## config.mk

```make
export PLATFORM = sky130hd
export DESIGN_NAME = apb_initiator_flat
export DESIGN_NICKNAME = d
export VERILOG_FILES = /design/src/rtl/ctrl_pkg.sv /design/src/rtl/apb_initiator_if.sv /design/src/rtl/apb_initiator_cmd_fifo.sv /design/src/rtl/apb_initiator.sv /design/src/flat_wrapper.sv
export SDC_FILE = /design/constraint.sdc
export NUM_CORES = 1
export LEC_CHECK = 0
export CAP_MARGIN = 10
export CORE_MARGIN = 2
export CORE_UTILIZATION = 40
export DETAILED_ROUTE_END_ITERATION = 12
export PLACE_DENSITY_LB_ADDON = 0.25
export SLEW_MARGIN = 20
export SYNTH_ARGS = -nofsm -noshare
export SYNTH_HDL_FRONTEND = slang
export SYNTH_HIERARCHICAL = 1
export SYNTH_SLANG_ARGS = --single-unit
```

## constraint.sdc

```tcl
create_clock -name pclk -period 4.53 [get_ports pclk]
set_input_delay 0.906 -clock pclk [delete_from_list [all_inputs] [get_ports pclk]]
set_output_delay 0.906 -clock pclk [all_outputs]
set_load 0.005 [all_outputs]
```

## src/rtl/ctrl_pkg.sv

```systemverilog
// Shared types for the APB initiator: command record, FSM state encoding
// and the default bus widths.
package ctrl_pkg;

  localparam int unsigned APB_ADDR_W = 32;
  localparam int unsigned APB_DATA_W = 32;

  typedef enum logic [1:0] {
    ST_IDLE   = 2'd0,
    ST_SETUP  = 2'd1,
    ST_ACCESS = 2'd2
  } apb_state_e;

  typedef struct packed {
    logic                  write;
    logic [APB_ADDR_W-1:0] addr;
    logic [APB_DATA_W-1:0] wdata;
  } apb_cmd_t;

  function automatic apb_cmd_t make_cmd(input logic                  write,
                                        input logic [APB_ADDR_W-1:0] addr,
                                        input logic [APB_DATA_W-1:0] wdata);
    apb_cmd_t c;
    c.write = write;
    c.addr  = addr;
    c.wdata = wdata;
    return c;
  endfunction

endpackage

```

## src/rtl/apb_initiator_if.sv

```systemverilog
// Command, response and APB bus signals of the initiator; master is the
// initiator's view, slave the view of its environment.
interface apb_initiator_if #(
  parameter int unsigned ADDR_W = 32,
  parameter int unsigned DATA_W = 32
);
  logic              cmd_valid;
  logic              cmd_ready;
  logic              cmd_write;
  logic [ADDR_W-1:0] cmd_addr;
  logic [DATA_W-1:0] cmd_wdata;
  logic              rsp_valid;
  logic              rsp_ready;
  logic [DATA_W-1:0] rsp_rdata;
  logic              psel;
  logic              penable;
  logic              pwrite;
  logic [ADDR_W-1:0] paddr;
  logic [DATA_W-1:0] pwdata;
  logic [DATA_W-1:0] prdata;

  modport master (
    input  cmd_valid, cmd_write, cmd_addr, cmd_wdata, rsp_ready, prdata,
    output cmd_ready, rsp_valid, rsp_rdata, psel, penable, pwrite, paddr, pwdata
  );

  modport slave (
    output cmd_valid, cmd_write, cmd_addr, cmd_wdata, rsp_ready, prdata,
    input  cmd_ready, rsp_valid, rsp_rdata, psel, penable, pwrite, paddr, pwdata
  );
endinterface

```

## src/rtl/apb_initiator_cmd_fifo.sv

```systemverilog
// Synchronous FIFO holding queued commands; pointers wrap modulo DEPTH,
// DEPTH must be a power of two.
module cmd_fifo #(
  parameter int unsigned WIDTH = 8,
  parameter int unsigned DEPTH = 4
) (
  input  logic                     clk,
  input  logic                     rst_n,
  input  logic                     i_push,
  input  logic [WIDTH-1:0]         i_data,
  input  logic                     i_pop,
  output logic [WIDTH-1:0]         o_data,
  output logic                     o_full,
  output logic                     o_empty,
  output logic [$clog2(DEPTH):0]   o_count
);
  localparam int unsigned PTR_W = $clog2(DEPTH);
  localparam int unsigned CNT_W = PTR_W + 1;
  localparam logic [CNT_W-1:0] FULL_CNT = CNT_W'(DEPTH);

  logic [WIDTH-1:0] r_mem [DEPTH];
  logic [PTR_W-1:0] r_wr_ptr;
  logic [PTR_W-1:0] r_rd_ptr;
  logic [CNT_W-1:0] r_count;
  logic             w_push;
  logic             w_pop;

  assign o_full  = (r_count == FULL_CNT);
  assign o_empty = (r_count == {CNT_W{1'b0}});
  assign o_count = r_count;
  assign o_data  = r_mem[r_rd_ptr];
  assign w_push  = i_push & ~o_full;
  assign w_pop   = i_pop & ~o_empty;

  // storage array, contents are don't-care while empty
  always_ff @(posedge clk) begin
    if (w_push) begin
      r_mem[r_wr_ptr] <= i_data;
    end
  end

  // pointers and occupancy
  always_ff @(posedge clk or negedge rst_n) begin
    if (!rst_n) begin
      r_wr_ptr <= {PTR_W{1'b0}};
      r_rd_ptr <= {PTR_W{1'b0}};
      r_count  <= {CNT_W{1'b0}};
    end else begin
      if (w_push) begin
        r_wr_ptr <= r_wr_ptr + PTR_W'(1'b1);
      end
      if (w_pop) begin
        r_rd_ptr <= r_rd_ptr + PTR_W'(1'b1);
      end
      case ({w_push, w_pop})
        2'b10:   r_count <= r_count + CNT_W'(1'b1);
        2'b01:   r_count <= r_count - CNT_W'(1'b1);
        default: r_count <= r_count;
      endcase
    end
  end
endmodule

```

## src/rtl/apb_initiator.sv

```systemverilog
// APB initiator: queues commands in a FIFO and replays them as APB
// SETUP/ACCESS pairs; read data is returned through a valid/ready response.
module apb_initiator
  import ctrl_pkg::*;
#(
  parameter int unsigned ADDR_W    = APB_ADDR_W,
  parameter int unsigned DATA_W    = APB_DATA_W,
  parameter int unsigned CMD_DEPTH = 4
) (
  input  logic             pclk,
  input  logic             preset,
  apb_initiator_if.master  bus,
  output logic             busy
);
  localparam int unsigned CNT_W = $clog2(CMD_DEPTH) + 1;

  apb_state_e        r_state;
  apb_state_e        w_state_nxt;
  apb_cmd_t          w_push_cmd;
  apb_cmd_t          w_head;
  logic              w_push;
  logic              w_pop;
  logic              w_full;
  logic              w_empty;
  logic [CNT_W-1:0]  w_count;
  logic [CNT_W-1:0]  w_cnt_nxt;

  logic              r_psel,      w_psel_nxt;
  logic              r_penable,   w_penable_nxt;
  logic              r_pwrite,    w_pwrite_nxt;
  logic [ADDR_W-1:0] r_paddr,     w_paddr_nxt;
  logic [DATA_W-1:0] r_pwdata,    w_pwdata_nxt;
  logic              r_rsp_valid, w_rsp_valid_nxt;
  logic [DATA_W-1:0] r_rsp_rdata, w_rsp_rdata_nxt;
  logic              r_busy,      w_busy_nxt;

  // Gated by preset so no command is offered a slot while held in reset.
  assign bus.cmd_ready = ~w_full & preset;
  assign w_push        = bus.cmd_valid & bus.cmd_ready;
  assign w_push_cmd    = make_cmd(bus.cmd_write, bus.cmd_addr, bus.cmd_wdata);

  cmd_fifo #(
    .WIDTH ($bits(apb_cmd_t)),
    .DEPTH (CMD_DEPTH)
  ) u_cmd_fifo (
    .clk     (pclk),
    .rst_n   (preset),
    .i_push  (w_push),
    .i_data  (w_push_cmd),
    .i_pop   (w_pop),
    .o_data  (w_head),
    .o_full  (w_full),
    .o_empty (w_empty),
    .o_count (w_count)
  );

  // next state, FIFO pop and next values of every registered output
  always_comb begin
    w_state_nxt     = r_state;
    w_pop           = 1'b0;
    w_psel_nxt      = 1'b0;
    w_penable_nxt   = 1'b0;
    w_pwrite_nxt    = 1'b0;
    w_paddr_nxt     = r_paddr;
    w_pwdata_nxt    = r_pwdata;
    w_rsp_rdata_nxt = r_rsp_rdata;
    if (r_rsp_valid && bus.rsp_ready) begin
      w_rsp_valid_nxt = 1'b0;
    end else begin
      w_rsp_valid_nxt = r_rsp_valid;
    end

    case (r_state)
      ST_IDLE: begin
        // a pending response blocks new transfers so reads stay in order
        if (!w_empty && !r_rsp_valid) begin
          w_state_nxt  = ST_SETUP;
          w_pop        = 1'b1;
          w_psel_nxt   = 1'b1;
          w_pwrite_nxt = w_head.write;
          w_paddr_nxt  = w_head.addr;
          w_pwdata_nxt = w_head.wdata;
        end else begin
          w_state_nxt  = ST_IDLE;
        end
      end
      ST_SETUP: begin
        w_state_nxt   = ST_ACCESS;
        w_psel_nxt    = 1'b1;
        w_penable_nxt = 1'b1;
        w_pwrite_nxt  = r_pwrite;
      end
      ST_ACCESS: begin
        if (!r_pwrite) begin
          w_rsp_valid_nxt = 1'b1;
          w_rsp_rdata_nxt = bus.prdata;
        end else begin
          w_rsp_rdata_nxt = r_rsp_rdata;
        end
        // only writes chain straight into the next SETUP
        if (r_pwrite && !w_empty) begin
          w_state_nxt  = ST_SETUP;
          w_pop        = 1'b1;
          w_psel_nxt   = 1'b1;
          w_pwrite_nxt = w_head.write;
          w_paddr_nxt  = w_head.addr;
          w_pwdata_nxt = w_head.wdata;
        end else begin
          w_state_nxt  = ST_IDLE;
        end
      end
      default: begin
        w_state_nxt = ST_IDLE;
      end
    endcase

    w_cnt_nxt  = w_count + CNT_W'(w_push) - CNT_W'(w_pop);
    w_busy_nxt = (w_state_nxt != ST_IDLE) || (w_cnt_nxt != {CNT_W{1'b0}});
  end

  // state and output registers
  always_ff @(posedge pclk or negedge preset) begin
    if (!preset) begin
      r_state     <= ST_IDLE;
      r_psel      <= 1'b0;
      r_penable   <= 1'b0;
      r_pwrite    <= 1'b0;
      r_paddr     <= {ADDR_W{1'b0}};
      r_pwdata    <= {DATA_W{1'b0}};
      r_rsp_valid <= 1'b0;
      r_rsp_rdata <= {DATA_W{1'b0}};
      r_busy      <= 1'b0;
    end else begin
      r_state     <= w_state_nxt;
      r_psel      <= w_psel_nxt;
      r_penable   <= w_penable_nxt;
      r_pwrite    <= w_pwrite_nxt;
      r_paddr     <= w_paddr_nxt;
      r_pwdata    <= w_pwdata_nxt;
      r_rsp_valid <= w_rsp_valid_nxt;
      r_rsp_rdata <= w_rsp_rdata_nxt;
      r_busy      <= w_busy_nxt;
    end
  end

  assign bus.psel      = r_psel;
  assign bus.penable   = r_penable;
  assign bus.pwrite    = r_pwrite;
  assign bus.paddr     = r_paddr;
  assign bus.pwdata    = r_pwdata;
  assign bus.rsp_valid = r_rsp_valid;
  assign bus.rsp_rdata = r_rsp_rdata;
  assign busy          = r_busy;
endmodule

```

## src/flat_wrapper.sv

```systemverilog
// flat-port wrapper written by rule: the top's interface ports become plain ports
module apb_initiator_flat import ctrl_pkg::*;
#(
  parameter int unsigned ADDR_W    = APB_ADDR_W,
  parameter int unsigned DATA_W    = APB_DATA_W,
  parameter int unsigned CMD_DEPTH = 4
)
  (pclk, preset, busy, bus_cmd_valid, bus_cmd_write, bus_cmd_addr, bus_cmd_wdata, bus_rsp_ready, bus_prdata, bus_cmd_ready, bus_rsp_valid, bus_rsp_rdata, bus_psel, bus_penable, bus_pwrite, bus_paddr, bus_pwdata);
  apb_initiator_if #(.ADDR_W(ADDR_W), .DATA_W(DATA_W)) bus_i ();
  input  logic pclk;
  input  logic preset;
  output logic busy;
  input wire logic [$bits(bus_i.cmd_valid)-1:0] bus_cmd_valid;
  input wire logic [$bits(bus_i.cmd_write)-1:0] bus_cmd_write;
  input wire logic [$bits(bus_i.cmd_addr)-1:0] bus_cmd_addr;
  input wire logic [$bits(bus_i.cmd_wdata)-1:0] bus_cmd_wdata;
  input wire logic [$bits(bus_i.rsp_ready)-1:0] bus_rsp_ready;
  input wire logic [$bits(bus_i.prdata)-1:0] bus_prdata;
  output wire logic [$bits(bus_i.cmd_ready)-1:0] bus_cmd_ready;
  output wire logic [$bits(bus_i.rsp_valid)-1:0] bus_rsp_valid;
  output wire logic [$bits(bus_i.rsp_rdata)-1:0] bus_rsp_rdata;
  output wire logic [$bits(bus_i.psel)-1:0] bus_psel;
  output wire logic [$bits(bus_i.penable)-1:0] bus_penable;
  output wire logic [$bits(bus_i.pwrite)-1:0] bus_pwrite;
  output wire logic [$bits(bus_i.paddr)-1:0] bus_paddr;
  output wire logic [$bits(bus_i.pwdata)-1:0] bus_pwdata;
  assign bus_i.cmd_valid = bus_cmd_valid;
  assign bus_i.cmd_write = bus_cmd_write;
  assign bus_i.cmd_addr = bus_cmd_addr;
  assign bus_i.cmd_wdata = bus_cmd_wdata;
  assign bus_i.rsp_ready = bus_rsp_ready;
  assign bus_i.prdata = bus_prdata;
  assign bus_cmd_ready = bus_i.cmd_ready;
  assign bus_rsp_valid = bus_i.rsp_valid;
  assign bus_rsp_rdata = bus_i.rsp_rdata;
  assign bus_psel = bus_i.psel;
  assign bus_penable = bus_i.penable;
  assign bus_pwrite = bus_i.pwrite;
  assign bus_paddr = bus_i.paddr;
  assign bus_pwdata = bus_i.pwdata;
  apb_initiator #(.ADDR_W(ADDR_W), .DATA_W(DATA_W), .CMD_DEPTH(CMD_DEPTH)) u_core (.pclk(pclk), .preset(preset), .bus(bus_i), .busy(busy));
endmodule
```

Word-level counts from Yosys, hierarchy flattened
Memory sizes are Yosys's and may differ from the RTL's. Index checks and enable logic that the tools add are counted.

Register bits after elaboration: 110. Latch bits: 0. Memory bits (writable): 260. ROM bits: 0. Bits of input ports: 101. Output and inout bits: 102. Memories: 1.

Memories: u_core.u_cmd_fifo.r_mem (words 4, width 65, rd ports 1, clocked after Yosys merged registers in 0, write ports 1, line apb_initiator_cmd_fifo.sv:21) `logic [WIDTH-1:0] r_mem [DEPTH];`.

$add $sub $neg: 6. Multipliers: 0. Divide/modulo/power cells: 0. Order comparisons: 0. Eq/ne operators: 7. Shift-type cells: 0. Muxes and demuxes: 23. Bitwise operators: 7. Reduce and logical (&&, ||, !) cells: 14.

Operators with widths (number): $mux 32 (4); $pmux 32 s2 (2); $mux 1 (12); $pmux 1 s3 (2); $pmux 2 s3 (1); $pmux 3 s2 (1); $reduce_bool 2->1 (3); $add 2x1->2 const B (2); $and 1x1->1 (4); $eq 2x1->1 const B (2); $eq 2x2->1 const B (2); $ne 2x1->1 const B (2); $add 3x1->3 (1); $add 3x1->3 const B (1); $eq 3x3->1 const B (1); $logic_and 1x1->1 (3); $logic_not 3->1 (1); $not 1->1 (3); $reduce_and 3->1 (1); $reduce_bool 3->1 (1); $sub 3x1->3 (1); $sub 3x1->3 const B (1); $logic_not 1->1 (2); $logic_not 2->1 (1); 3 further kinds (3).

Depth between registers and ports, before layout
Gate-level depths: netlist (run 1).

Depth in word-level cells: 8. Gate-level depth with buffers: 11.

Cells and area by module
The synthesis (run 1) kept the hierarchy.

By module, submodules not included: cmd_fifo (times used 1, cells an instance 377, area each 9831.9 um^2); apb_initiator (times used 1, cells an instance 235, area each 4063.9 um^2).

Worst setup path after synthesis (run 1)
OpenSTA, ideal clock, no wires.

Path type: input to register. Start: input preset. End: memory u_core/u_cmd_fifo/r_mem[0][0] (netlist bit) (enable). Arrival: 3135 ps. Setup slack: 965 ps. Stages on the path: 4. Path buffers: 0. Cells stage by stage: nor2b_1 > and2_1 > nor2b_1 > and2_1.

Word-level cells in the longest chain between the ends: 5.

RTL lines: from (decl) (line flat_wrapper.sv:11) `input logic preset;`; $and 1x1->1 (line apb_initiator.sv:38) `assign bus.cmd_ready = ~w_full & preset;`; $and 1x1->1 (line apb_initiator.sv:39) `assign w_push = bus.cmd_valid & bus.cmd_ready;`; net u_core.w_push (line apb_initiator.sv:21) `logic w_push;`; $and 1x1->1 (line apb_initiator_cmd_fifo.sv:32) `assign w_push = i_push & ~o_full;`; $mux 1 (line apb_initiator_cmd_fifo.sv:37) `if (w_push) begin`; $mux 1 (not written as such) (line apb_initiator_cmd_fifo.sv:38) `r_mem[r_wr_ptr] <= i_data;`; to (decl) (line apb_initiator_cmd_fifo.sv:21).

The timed path passes the listed nets, and every way through them passes these cells.

Worst setup path after layout (run 1)
Start: input bus_cmd_valid. End: memory u_core/u_cmd_fifo/r_mem[0][5] (netlist bit) (enable).

Word-level cells in the longest chain between the ends: 4.

RTL lines: from (decl) (line flat_wrapper.sv:13) `input wire logic [$bits(bus_i.cmd_valid)-1:0] bus_cmd_valid;`; $and 1x1->1 (line apb_initiator.sv:39); net u_core.w_push (line apb_initiator.sv:21); $and 1x1->1 (line apb_initiator_cmd_fifo.sv:32); $mux 1 (line apb_initiator_cmd_fifo.sv:37); $mux 1 (not written as such) (line apb_initiator_cmd_fifo.sv:38).

The timed path passes the listed nets, and every way through them passes these cells.

==> impl_metrics.toml, run 1 <==
[placed_design]
portBuffers = 202
dp_hpwl_mm = 17.3
gp_congestion = 0.705

[timing]
hold_violations = 0
finalCritPeriodShare_pct = 64.0
rsz0062_at_grt = "false"
fmax_mhz = 345
setup_viol = 0
final.min_clock_period_ns = 2.90
worst_slew_pin_slew_ns = 1.08
fin_tns_setup_ns = 0
drv_slew = 0
max_slew_margin_pct = 27.7
finalClockSkew_ns = 0.0214

[die]
core_um2 = 34400
io_pins = 203
start_util_pct = 40.4
die-area_um2 = 36200
die_x_um = 190
die_h_um = 190
fp-row-count = 68

[worst_setup_path]
cp_top_family = "simple AND/OR/NAND/NOR gates"
worstSetupStartpointType = "primary input"
cpPeakStageDelay_ns = 0.71
critPathKind = "in -> reg"
end_kind = "register"
required_ns = 4.75
critPathSlowestCell = "and2_4"
path_cells = "clkdlybuf4s50_1, and2_1, nor2b_1, and2_4, buf_4"
crit_buf_inv = 2
arrival_ns = 3.12
crit_fanout = 40

[synthesis]
synth-seq-cells = 369
yosys_warnings = 6
synthCells = 612
syn_avg_cell_area_um2 = 22.7
yosysSeqAreaShare_pct = 75.8
synth_top_cell_area_share_pct = 56.2
synth_area_leaders = "edfxtp_1 56%, dfrtp_1 20%, mux4_2 11%"
synth.net_count = 722
synth_area_um2 = 13900
ys_types = 32
synth_top_area_cell = "edfxtp_1"

[finish]
multi_input_area_um2 = 3100
layout-drive-gt1-share_pct = 27.9
antennaDiodeCount = 0
nFillCells = 2778
nets = 957
regArea_um2 = 10500
areaGrowthSynthToFinish_pct = 27.2

[detailed_routing]
drc = 0
drt_iter0_markers = 347
ant_nets = 0
wl_per_cell_um = 20.7
routed_wl_mm = 27.5
viasPerCell = 4.88
vias = 6507
firstDrtPassIters = 4

[clocking]
htree_levels = 2
cts_setup_buffers = 0
tritoncts = "yes"
ctsLongestPathBuffers = 3
cts.clk_slew.worst_paths_ns = 0.05
worstSkewPairLatency_ns = 0.53
cts_made_buffers = 39
ctsResizeCount = 0
clkSinkCount = 369
root_buffer = "clkbuf_16"
postCtsHoldBufs = 0

[grt]
grt_use_met2_pct = 26.9
globalRouteOverflowTotal = 0
track_usage_pct = 15.4
grt_use_met1_pct = 19.5
grt_pass1_wl_mm = 42.2
grt_max_degree = 75
antenna_found_initial = 1
grt_pass1_vias = 7098
met3_usage_pct = 3.04
grt.busiest_layer = "met2"

[power_and_ir_drop]
seq_power_share_pct = 42.1
pwr-share-comb_pct = 32.0
intPower_mw = 8.79
power_mw = 12.0
static-leakage-power_nw = 6.30
ir_worst_vdd_mv = 0.359
p_sw_mw = 3.19
p_clk_share_pct = 25.8
p_sw_share_pct = 26.6
p_per_area_nw_per_um2 = 678

[run_status]
status = "finished, final reports clean"

[flow_run]
cap_violations = 0

[min_path]
hold_path_class = "in -> async"
[kinds of logic after synthesis]
family | synth area share, %
xor+xnor | 0.504
compound gates | 0.432
buf+inv | 2.04
flops | 75.8
mux | 19.5
fa+ha+maj | 0.918
simple gates | 0.738
[synth_stat cells]
cell and count:
a21o_1 1, a22o_1 1, a31oi_1 1, and2_1 5
and2_4 1, buf_12 4, buf_2 7, buf_4 6
buf_6 6, clkbuf_1 2, dfrtp_1 109, edfxtp_1 260
fa_1 2, ha_1 7, inv_1 13, mux2_2 57
mux2_4 40, mux2i_1 1, mux4_2 65, nand2_1 1
nand2b_1 1, nor2_1 4, nor2b_1 2, nor3_1 1
nor3b_1 1, nor3b_2 1, o2111ai_1 1, o21a_1 2
o21ai_0 1, o31a_1 1, xnor2_1 5, xor2_1 3
[flip-flops by register name (all words and copies together), names as in the netlist]
signal,cells
u_core/u_cmd_fifo/r_rd_ptr,2
u_core/bus.pwdata,32
u_core/r_state,1
u_core/busy,1
u_core/bus.rsp_rdata,32
u_core/bus.pwrite,1
u_core/bus.rsp_valid,1
u_core/u_cmd_fifo/r_wr_ptr,2
u_core/bus.psel,1
u_core/u_cmd_fifo/r_mem,260
u_core/bus.paddr,32
u_core/bus.penable,1
u_core/u_cmd_fifo/o_count,3
[path summary, 6_finish.rpt]
check	slack, ns	from	cells after the start	endpoint
max	1.63	bus_cmd_valid	5	u_core/u_cmd_fifo/r_mem[0][5]$_DFFE_PP_
min	0.49	preset	2	u_core/bus.paddr[18]$_DFFE_PN0P_
max reg2reg	1.69	u_core/u_cmd_fifo/o_count[2]$_DFFE_PN0P_	6	u_core/u_cmd_fifo/r_mem[0][5]$_DFFE_PP_
min reg2reg	0.50	u_core/bus.rsp_rdata[4]$_DFFE_PN0P_	1	u_core/bus.rsp_rdata[4]$_DFFE_PN0P_
max in group asynchronous	2.81	preset	3	u_core/u_cmd_fifo/r_rd_ptr[0]$_DFFE_PN0P_
min in group pclk	0.50	u_core/bus.rsp_rdata[4]$_DFFE_PN0P_	1	u_core/bus.rsp_rdata[4]$_DFFE_PN0P_
[cell type report]
class | count | share of cell area, %
multi-input combinational | 205 | 17.5
inverter | 13 | 0.276
timing repair buffer | 219 | 12.2
tap | 455 | 3.22
clock buffer | 54 | 6.13
sequential | 369 | 59.6
clock inverter | 18 | 1.01
[cells in the final DEF (no fill, tap or decap), types with 6 or more instances in the layout]
cell	n
buf_4	17
clkbuf_1	11
clkbuf_16	40
clkdlybuf4s50_1	201
clkinv_2	6
dfrtp_1	107
edfxtp_1	260
ha_1	7
inv_1	13
mux2_2	57
mux2_4	40
mux4_2	65
[through the flow]
| step | cell area (µm²) | util, % | std cells | setup WS [ns] | hold slack, ns |
|---|---|---|---|---|---|
| 2_1_floorplan | 13900 | - | 612 | 0.965 | 0.496 |
| 3_3_place_gp | 16400 | 47.7 | 1261 | 1.13 | 0.489 |
| 3_5_place_dp | 16400 | 47.7 | 1261 | 1.10 | 0.495 |
| 4_1_cts | 17700 | 51.4 | 1333 | 1.64 | 0.507 |
| 5_1_grt | 17700 | 51.4 | 1333 | 1.46 | 0.513 |
| 6_report | 17700 | 51.4 | 1333 | 1.63 | 0.490 |
[power by group through the flow]
stage	registers, mW	clock network [mW]	logic [mW]
after CTS	5.09	3.19	3.91
after floorplan	4.84	0	2.64
after global placement	5.13	0	3.85
after detailed placement	5.14	0	3.90
after global routing	5.17	3.33	4.12
final	5.05	3.09	3.84
[metal layers]
| metal | wire (µm) | share of wire, % |
|---|---|---|
| met5 | 13 | 0.047 |
| met1 | 11400 | 42 |
| met2 | 14000 | 51 |
| met4 | 534 | 1.9 |
| met3 | 1510 | 5.5 |
Note: power is estimated with default switching activity, not from simulation.
==> run 2: changes to the inputs <==
==> constraint.sdc (replaced) <==
create_clock -name pclk -period 2.3 [get_ports pclk]
set_input_delay 0.46 -clock pclk [delete_from_list [all_inputs] [get_ports pclk]]
set_output_delay 0.46 -clock pclk [all_outputs]
set_load 0.005 [all_outputs]
==> run 2 against run 1 <==
Compared with the run above:
- count of clock-buffer cells in the layout fell by 5
- setup slack got worse by 1.5 ns
- die area did not move
- worst hold slack got worse by 0.41 ns
- clock skew fell by 0.0090 ns
- core utilization rose by 1.3 points
==> impl_metrics.toml, run 2 (synthesis results as in run 1) <==
[run_status]
status = "finished, final reports clean"

[clocking]
htree_levels = 2
clkSinkCount = 369
cts_made_buffers = 39
tritoncts = "yes"
ctsLongestPathBuffers = 3
root_buffer = "clkbuf_16"
worstSkewPairLatency_ns = 0.53
cts.clk_slew.worst_paths_ns = 0.07

[grt]
globalRouteOverflowTotal = 0
grt_pass1_wl_mm = 41.3
grt_pass1_vias = 6998
grt_max_degree = 110
antenna_found_initial = 1
track_usage_pct = 15.1

[timing]
fin_ws_ns = 0.139
fin_tns_setup_ns = 0
final.min_clock_period_ns = 2.16
finalCritPeriodShare_pct = 93.9
rsz0062_at_grt = "true"
fmax_mhz = 463
max_slew_margin_pct = 56.5
finalClockSkew_ns = 0.0123
setup_viol = 0
worst_slew_pin_slew_ns = 0.653
drv_slew = 0
hold_violations = 0

[worst_setup_path]
cpPeakStageDelay_ns = 0.44
crit_fanout = 5
critPathKind = "reg -> reg"
worstSetupStartpointType = "register"
required_ns = 2.75
crit_buf_inv = 2
path_cells = "nor3b_2, nor2b_1, and2_1, nor2b_1, inv_1, ha_2, inv_1, fa_2, xor2_1, nor2_1, xor2_1"
arrival_ns = 2.61
end_kind = "register"
critPathSlowestCell = "dfrtp_2"
cp_top_family = "simple AND/OR/NAND/NOR gates"

[power_and_ir_drop]
ir_worst_vdd_mv = 1.07
seq_power_share_pct = 39.4
p_clk_share_pct = 26.3
p_per_area_nw_per_um2 = 1340
static-leakage-power_nw = 6.51
power_mw = 24.3
p_sw_mw = 6.43
p_sw_share_pct = 26.4
pwr-share-comb_pct = 34.4
intPower_mw = 17.9

[placed_design]
gp_congestion = 0.686
place_inst = 1278
portBuffers = 202
dp_hpwl_mm = 16.8
dp_slack_ns = -0.0924

[detailed_routing]
wl_per_cell_um = 20.0
drt_iter0_markers = 272
viasPerCell = 4.88
vias = 6602
drc = 0
maxUsedRoutingLayer = "met5"
routed_wl_mm = 27.1
m1WireLength_mm = 11.4
dr_wl_met2_mm = 13.6
met3_length_mm = 1.51
ant_nets = 0
firstDrtPassIters = 4

[die]
die-area_um2 = 36200
io_pins = 203
core_um2 = 34400
start_util_pct = 40.4
die_h_um = 190
fp-row-count = 68
die_x_um = 190

[finish]
layout_commonest_cell = "edfxtp_1"
nets = 978
top_register = "u_core/u_cmd_fifo/r_mem"
layout-drive-gt1-share_pct = 31.0
antennaDiodeCount = 0
post-route-util_pct = 52.7
final_cells = 1354
regArea_um2 = 10500
layout_common_cells = "260 x edfxtp_1, 200 x clkdlybuf4s50_1, 106 x dfrtp_1, 65 x mux4_2, 57 x mux2_2"
areaGrowthSynthToFinish_pct = 30.5
nFillCells = 2710
largest_register_ffs = 260
multi_input_area_um2 = 3120

[min_path]
hold_path_class = "in -> async"

[flow_run]
cap_violations = 0
==> run 2: changes by cell type in the layout (fill, tap and decap cells not counted), sizes merged <==
cell | before | now
clkinv | 12 | 13
bufinv | 3 | 5
clkbuf | 54 | 49
buf | 18 | 40
clkdlybuf4s50 | 201 | 200
inv | 14 | 16
==> run 2: final cells by class <==
type | instances | share of cell area, %
flip-flops and latches | 369 | 58.2
multi-input cells | 205 | 17.2
repair buffers | 240 | 13.9
clock buffers | 49 | 5.88
well taps | 455 | 3.14
clock inverters | 23 | 1.46
inverters | 13 | 0.269
==> run 2: stage by stage <==
stage,area (µm²),hold WS [ns]
floorplan,13900,0.164
global placement,16700,0.488
detailed placement,16700,0.495
CTS,18100,0.123
global route,18100,0.144
finish,18100,0.0785
==> run 2: worst paths after layout <==
kind / startpoint / end / slack (ns) / cells past startpoint
setup / recovery: u_core/u_cmd_fifo/o_count[0]$_DFFE_PN0P_ / u_core/u_cmd_fifo/o_count[2]$_DFFE_PN0P_ / 0.14 / 11
hold / removal: preset / u_core/bus.paddr[14]$_DFFE_PN0P_ / 0.08 / 2
setup reg to reg: u_core/u_cmd_fifo/o_count[0]$_DFFE_PN0P_ / u_core/u_cmd_fifo/o_count[2]$_DFFE_PN0P_ / 0.14 / 11
hold reg to reg: u_core/bus.rsp_rdata[6]$_DFFE_PN0P_ / u_core/bus.rsp_rdata[6]$_DFFE_PN0P_ / 0.50 / 1
max in group asynchronous: preset / u_core/u_cmd_fifo/r_rd_ptr[1]$_DFFE_PN0P_ / 1.68 / 2
min in group pclk: u_core/bus.rsp_rdata[6]$_DFFE_PN0P_ / u_core/bus.rsp_rdata[6]$_DFFE_PN0P_ / 0.50 / 1
==> run 2: what timing repair did <==
item,in CTS,in global routing
pin swaps,0,5
hold buffers,0,0
endpoints found under the setup margin,2,2
resized for setup,2,7
buffers inserted,2,2
==> run 2: power groups by stage <==
stage	registers, mW	clock network [mW]	logic, mW
after floorplan	9.51	0	5.21
after global placement	9.70	0	8.37
after detailed placement	9.72	0	8.44
after CTS	9.61	6.58	8.49
after global routing	9.76	6.89	9.02
final	9.58	6.40	8.36
==> run 2: layer usage <==
| metal | vias to the layer above | GRT usage [%] |
|---|---|---|
| met1 | 3433 | 19.6 |
| met2 | 184 | 25.6 |
| met3 | 42 | 3.31 |
| met5 | - | 0 |
| li1 | 2941 | - |
| met4 | 2 | 4.35 |
